`src/rtl/seg_display_scheduler_if.sv`:
```
// Request/data inputs and display outputs of the 7-segment scheduler.
// The slave modport is the scheduler. The master modport is the driving side.
interface seg_display_scheduler_if;
  logic        req_a;
  logic [15:0] data_a;
  logic        req_b;
  logic [15:0] data_b;
  logic        alert;
  logic [15:0] alert_data;
  logic [3:0]  AN;
  logic [1:0]  S;
  logic [3:0]  digit;
  logic [1:0]  owner;
  logic        frame_done;

  modport master (
    output req_a, data_a, req_b, data_b, alert, alert_data,
    input  AN, S, digit, owner, frame_done
  );

  modport slave (
    input  req_a, data_a, req_b, data_b, alert, alert_data,
    output AN, S, digit, owner, frame_done
  );
endinterface

```
`src/rtl/seg_display_scheduler.sv`:
```
// Scans a 4-digit multiplexed display and time-slices it between sources A and B by whole frames.
// A priority alert source can take the display on any scan tick.
module seg_display_scheduler #(
  parameter int unsigned DWELL_FRAMES = 250,
  parameter int unsigned CNT_W        = 16
) (
  input logic                    clk_en,
  input logic                    clr,
  seg_display_scheduler_if.slave bus
);

  typedef enum logic [1:0] {
    StIdle      = 2'b00,
    StShowA     = 2'b01,
    StShowB     = 2'b10,
    StShowAlert = 2'b11
  } state_e;

  localparam logic [CNT_W-1:0] DwellLast = CNT_W'(DWELL_FRAMES - 1);

  state_e           state_q, state_d, oth_st;
  logic [1:0]       s_q, s_d;
  logic [3:0]       an_q, an_d;
  logic [3:0]       digit_q, digit_d;
  logic             frame_done_q, frame_done_d;
  logic [CNT_W-1:0] dwell_q, dwell_d;
  logic [15:0]      buf_q, buf_d;
  logic             last_b_q, last_b_d;  // source to return to after an alert: 0 = A, 1 = B
  logic             start, own_req, oth_req;
  logic [15:0]      sel_data;

  function automatic logic [3:0] nibble(input logic [15:0] d, input logic [1:0] idx);
    logic [3:0] n;
    case (idx)
      2'd0:    n = d[3:0];
      2'd1:    n = d[7:4];
      2'd2:    n = d[11:8];
      default: n = d[15:12];
    endcase
    return n;
  endfunction

  always_comb begin
    state_d      = state_q;
    dwell_d      = dwell_q;
    last_b_d     = last_b_q;
    buf_d        = buf_q;
    start        = 1'b0;
    own_req      = 1'b0;
    oth_req      = 1'b0;
    oth_st       = StIdle;
    sel_data     = 16'h0000;
    s_d          = 2'd0;
    an_d         = 4'hF;
    digit_d      = 4'h0;
    frame_done_d = 1'b0;

    case (state_q)
      StIdle: begin
        start   = 1'b1;
        dwell_d = '0;
        if (bus.alert)      state_d = StShowAlert;
        else if (bus.req_a) state_d = StShowA;
        else if (bus.req_b) state_d = StShowB;
        else                start   = 1'b0;
      end
      StShowA, StShowB: begin
        own_req = (state_q == StShowA) ? bus.req_a : bus.req_b;
        oth_req = (state_q == StShowA) ? bus.req_b : bus.req_a;
        oth_st  = (state_q == StShowA) ? StShowB : StShowA;
        if (bus.alert) begin
          // Preemption is allowed mid-frame, unlike A/B rotation.
          state_d  = StShowAlert;
          last_b_d = (state_q == StShowB);
          dwell_d  = '0;
          start    = 1'b1;
        end else if (s_q == 2'd3) begin
          start = 1'b1;
          if (!own_req || dwell_q == DwellLast) begin
            dwell_d = '0;
            if (oth_req)       state_d = oth_st;
            else if (!own_req) state_d = StIdle;
          end else begin
            dwell_d = dwell_q + CNT_W'(1);
          end
        end
      end
      StShowAlert: begin
        if (s_q == 2'd3) begin
          start   = 1'b1;
          dwell_d = '0;
          if (!bus.alert) begin
            if (last_b_q ? bus.req_b : bus.req_a)      state_d = last_b_q ? StShowB : StShowA;
            else if (last_b_q ? bus.req_a : bus.req_b) state_d = last_b_q ? StShowA : StShowB;
            else                                       state_d = StIdle;
          end
        end
      end
      default: state_d = StIdle;
    endcase

    case (state_d)
      StShowA:     sel_data = bus.data_a;
      StShowB:     sel_data = bus.data_b;
      StShowAlert: sel_data = bus.alert_data;
      default:     sel_data = 16'h0000;
    endcase

    // Outputs are computed from the next state so AN, S and digit never lag each other.
    if (state_d != StIdle) begin
      if (start) begin
        buf_d   = sel_data;
        s_d     = 2'd0;
        digit_d = sel_data[3:0];
      end else begin
        s_d     = s_q + 2'd1;
        digit_d = nibble(buf_q, s_d);
      end
      an_d         = ~(4'b0001 << s_d);
      frame_done_d = (s_d == 2'd3);
    end
  end

  always_ff @(posedge clk_en or posedge clr) begin
    if (clr) begin
      state_q      <= StIdle;
      s_q          <= 2'd0;
      an_q         <= 4'hF;
      digit_q      <= 4'h0;
      frame_done_q <= 1'b0;
      dwell_q      <= '0;
      buf_q        <= 16'h0000;
      last_b_q     <= 1'b0;
    end else begin
      state_q      <= state_d;
      s_q          <= s_d;
      an_q         <= an_d;
      digit_q      <= digit_d;
      frame_done_q <= frame_done_d;
      dwell_q      <= dwell_d;
      buf_q        <= buf_d;
      last_b_q     <= last_b_d;
    end
  end

  assign bus.AN         = an_q;
  assign bus.S          = s_q;
  assign bus.digit      = digit_q;
  assign bus.owner      = state_q;
  assign bus.frame_done = frame_done_q;

endmodule
```
`src/flat_wrapper.sv`:
```
// flat-port wrapper written by rule: the top's interface ports become plain ports
module seg_display_scheduler_flat 
#(
  parameter int unsigned DWELL_FRAMES = 250,
  parameter int unsigned CNT_W        = 16
)
  (clk_en, clr, bus_req_a, bus_data_a, bus_req_b, bus_data_b, bus_alert, bus_alert_data, bus_AN, bus_S, bus_digit, bus_owner, bus_frame_done);
  seg_display_scheduler_if bus_i ();
  input logic clk_en;
  input logic clr;
  input wire logic [$bits(bus_i.req_a)-1:0] bus_req_a;
  input wire logic [$bits(bus_i.data_a)-1:0] bus_data_a;
  input wire logic [$bits(bus_i.req_b)-1:0] bus_req_b;
  input wire logic [$bits(bus_i.data_b)-1:0] bus_data_b;
  input wire logic [$bits(bus_i.alert)-1:0] bus_alert;
  input wire logic [$bits(bus_i.alert_data)-1:0] bus_alert_data;
  output wire logic [$bits(bus_i.AN)-1:0] bus_AN;
  output wire logic [$bits(bus_i.S)-1:0] bus_S;
  output wire logic [$bits(bus_i.digit)-1:0] bus_digit;
  output wire logic [$bits(bus_i.owner)-1:0] bus_owner;
  output wire logic [$bits(bus_i.frame_done)-1:0] bus_frame_done;
  assign bus_i.req_a = bus_req_a;
  assign bus_i.data_a = bus_data_a;
  assign bus_i.req_b = bus_req_b;
  assign bus_i.data_b = bus_data_b;
  assign bus_i.alert = bus_alert;
  assign bus_i.alert_data = bus_alert_data;
  assign bus_AN = bus_i.AN;
  assign bus_S = bus_i.S;
  assign bus_digit = bus_i.digit;
  assign bus_owner = bus_i.owner;
  assign bus_frame_done = bus_i.frame_done;
  seg_display_scheduler #(.DWELL_FRAMES(DWELL_FRAMES), .CNT_W(CNT_W)) u_core (.clk_en(clk_en), .clr(clr), .bus(bus_i));
endmodule
```
`config.mk`:
```
export PLATFORM = sky130hd
export DESIGN_NAME = seg_display_scheduler_flat
export DESIGN_NICKNAME = d
export VERILOG_FILES = /design/src/rtl/seg_display_scheduler_if.sv /design/src/rtl/seg_display_scheduler.sv /design/src/flat_wrapper.sv
export SDC_FILE = /design/constraint.sdc
export NUM_CORES = 1
export LEC_CHECK = 0
export ABC_CLOCK_PERIOD_IN_PS = 3300
export CAP_MARGIN = 20
export CORE_MARGIN = 2
export CORE_UTILIZATION = 45
export CTS_CLUSTER_DIAMETER = 80
export DETAILED_ROUTE_END_ITERATION = 12
export GPL_ROUTABILITY_DRIVEN = 1
export PLACE_DENSITY = 0.74
export SLEW_MARGIN = 20
export SYNTH_ARGS = -nofsm -noshare
export SYNTH_HDL_FRONTEND = slang
export SYNTH_SLANG_ARGS = --single-unit
```
`constraint.sdc`:
```
create_clock -name clk_en -period 3.3 [get_ports clk_en]
set_input_delay 0.66 -clock clk_en [delete_from_list [all_inputs] [get_ports clk_en]]
set_output_delay 0.66 -clock clk_en [all_outputs]
set_load 0.02 [all_outputs]
```
==> summary.md <==
| Metric | Value |
|---|---|
| Status | `completed` |
| VDD IR max | `0.646 mV` |
| Synthesized instance count | `283` |
| Clock skew | `slightly above 0.005 ns` |
| Ys Warns | `0` |
| Vias in the first global route | `2315` |
| Static leakage | `between 1.5 and 2 nW` |
| Via count | `around 2400` |
| Clock insertion delay at the later pin of the skew report | `0.30 ns` |
| WL/cell | `15.5 um` |
| Leading area contributor after synthesis | `dfrtp_1` |
| Endpoint class of the critical path | `register` |
| Antenna violations before repair | `0` |
| Routed wire length | `around 6500 um` |
| Post-route insts no fill | `423` |
| Sequential share of power | `25.2%` |
| Setup ws final | `0.394 ns` |
| Switch Pwr | `0.00158 W` |
| DIE WIDTH | `83.0 um` |
| Post-synth cell types | `48` |
| Tightest Pin Transition | `0.936 ns` |
| IO Port Bufs | `65` |
| Layout cells sized above 1 | `10.3%` |
| Initial Util | `46.9%` |
| FF-to-FF setup slack | `0.40 ns` |
| DRC errors left | `0` |
| Setup_tns | `0 ns` |
| Post-CTS Setup Inserts | `0` |
| DP Cell Count | `415` |
| Fillers | `around 540` |
| Core region area | `roughly 6000 sq um` |
| Cts bufs inserted | `5` |
| Slew headroom | `37.5%` |
| Setup WS pre-CTS | `0.0837 ns` |
| Avg Synthesized Cell Area | `9.93 sq um` |
| Final core occ | `between 60 and 70%` |
| Cell area power density | `around 1000 nW/um^2` |
| Footprint of the multi-input gates | `1530 sq um` |
| Die Area | `6890 sq um` |
| Final Hold Vio Count | `0` |
| Asr flop ratio synth | `100%` |
| Final min period | `2.91 ns` |
| GR Util All Layers | `19.1%` |
| Crit start category | `primary input` |
| IO Count | `66` |
| Switching power share of the total | `~44%` |
| Total power | `0.00356 W` |
| Synthesized flop and latch total | `46` |
| Synth-to-layout area growth | `29.2%` |
| Synthesized cell area | `2810 sq um` |
| Post-route clock period utilization | `88.1%` |
| EDFF count, synth | `0` |
| DRT antenna net count | `0` |
| Routability congestion estimate | `just under 0.9` |
| Final #Nets | `411` |
| Iter 0 DRT Violations | `about 130` |
| CTS tree | `built` |
| Synth area leaders | `dfrtp_1, mux2i_1, ha_1` |
| Setup CP Type | `primary input to register` |
| Combinational Power Share | `~65%` |
| Via-to-Cell Ratio | `5.66` |
| H-tree Lvls | `2` |
| CP Data Arrival Time | `3.10 ns` |
| Die height | `83.0 um` |
| Clock Pin Slew Worst Setup and Hold Paths | `around 0.080 ns` |
| Max FO, Critical Path | `16` |
| Largest net degree at the start of global routing | `47` |
| DP HPWL | `4870 um` |
| Maximum clock rate | `344 MHz` |
| Seq/Total Area, Yosys | `41.2%` |
| CTS root buffer | `clkbuf_8` |
| Storage element area | `1160 sq um` |
| RSZ-0062 raised after global routing | `no` |
| Pint | `0.00199 W` |
| Max Transition Viols Final | `0` |
| Diode count | `0` |
| First-pass GRT wire length | `approximately 11000 um` |
| Clk sink count | `46` |
| Synth Flop Type | `dfrtp_1` |
| CTS resizes | `0` |
| Hold Buf Count CTS | `0` |
| Syn_nets | `347` |
| Clk pwr share | `10.2%` |
| GRT overflow | `0` |
| Final Setup Violations | `0` |
| Longest Clk Path Bufs | `2` |
| Detailed Routing Iterations Pass 1 | `4` |
| Top cell type's share of synthesized area | `37.4%` |
| Max-cap violations | `0` |
| Class of the worst hold path | `register to register` |
| Core Rows | `28` |
| Worst Path Required | `3.49 ns` |
## sequential cells by signal, summed over array words and instances, names as in the netlist
register and cells:
u_core.bus.owner 2, u_core.last_b_q 1, u_core.bus.frame_done 1, u_core.bus.AN 4
u_core.bus.S 2, u_core.bus.digit 4, u_core.dwell_q 16, u_core.buf_q 16
## power by group through the flow
stage	combinational [W]	clock [W]	sequential (W)
after floorplan	0.00168	0	0.000960
after global placement	0.00226	0	0.000910
after detailed placement	0.00231	0	0.000907
after CTS	0.00230	0.000375	0.000898
after global routing	0.00251	0.000397	0.000919
final	0.00230	0.000364	0.000898
## cell usage in the layout, fill, tap and decap left out, types with 7 or more instances in the layout
cell,n
a211oi_1,7
a21oi_1,8
clkdlybuf4s50_1,65
dfrtp_1,42
ha_1,11
inv_1,13
mux2i_1,25
nand2_1,17
nand3_1,25
nor2_1,22
o21ai_0,10
o221a_1,10
xor2_1,9
## per-stage QoR
| stage | hold slack [ns] | area [sq um] |
|---|---|---|
| CTS | 0.549 | 3630 |
| finish | 0.549 | 3630 |
| global route | 0.579 | 3630 |
| detailed placement | 0.535 | 3530 |
| floorplan | 0.480 | 2810 |
| global placement | 0.518 | 3530 |
## cells by family after synthesis
family                     Yosys count  share of synthesized area, %
adders and majority gates           11                          4.90
xor gates and xnor gates            10                          3.12
and+or+nand+nor                    103                          19.3
muxes                               26                          9.31
buffers and inverters               29                          5.30
DFF                                 46                          41.2
AOI/OAI and AO/OA                   58                          16.9
## worst max-delay path: stages
cell and delay (ns):
clkdlybuf4s50_1 0.58, and2b_1 0.25, nand3_1 0.09, a211oi_1 0.08
a211oi_1 0.32, o311ai_4 0.16, or3_1 0.60, o221a_2 0.35
## area by class of cell
class                           instances  share of cell area, %
Clock buffer                            7                   2.38
Clock inverter                          1                  0.241
Inverter                               15                   1.62
Multi-Input combinational cell        208                   42.2
Sequential cell                        46                   31.9
Tap cell                               75                   2.59
Timing Repair Buffer                   71                   19.2
## cells in the mapped netlist (2+ instances only)
library cell,number
and3_1,4
inv_1,14
dfstp_2,4
o221a_1,10
o21ai_0,10
a222oi_1,4
a31oi_1,3
nand3_1,25
o31ai_1,3
buf_2,3
nor2b_1,5
dfrtp_1,42
nor2_1,22
or2_2,5
a211oi_1,7
mux2i_1,25
o211a_1,2
nand2b_1,6
a21oi_1,8
o221a_2,6
nand2_1,17
clkbuf_1,5
nor3_1,2
nand4_1,5
ha_1,11
xor2_1,9
buf_6,4
and4_1,2
## routing by layer
layer  vias to the layer above  global-route usage, %  share of wire [%]
li1                       1167                      -                  -
met1                      1138                   25.0                 45
met2                        81                   31.6                 49
met3                         7                   3.88                5.3
met4                         0                   6.71                1.0
met5                         -                      0                  0
## final timing paths
check / from / to / cells past startpoint
hold / removal: u_core.dwell_q[3] / u_core.dwell_q[3] / 1
max in group asynchronous: clr / u_core.buf_q[0] / 2
setup reg to reg: u_core.bus.owner[0] / u_core.buf_q[0] / 8
min in group asynchronous: clr / u_core.dwell_q[13] / 2
hold reg to reg: u_core.dwell_q[3] / u_core.dwell_q[3] / 1
setup / recovery: bus_alert / u_core.buf_q[0] / 8
(Power assumes the default switching activity.)
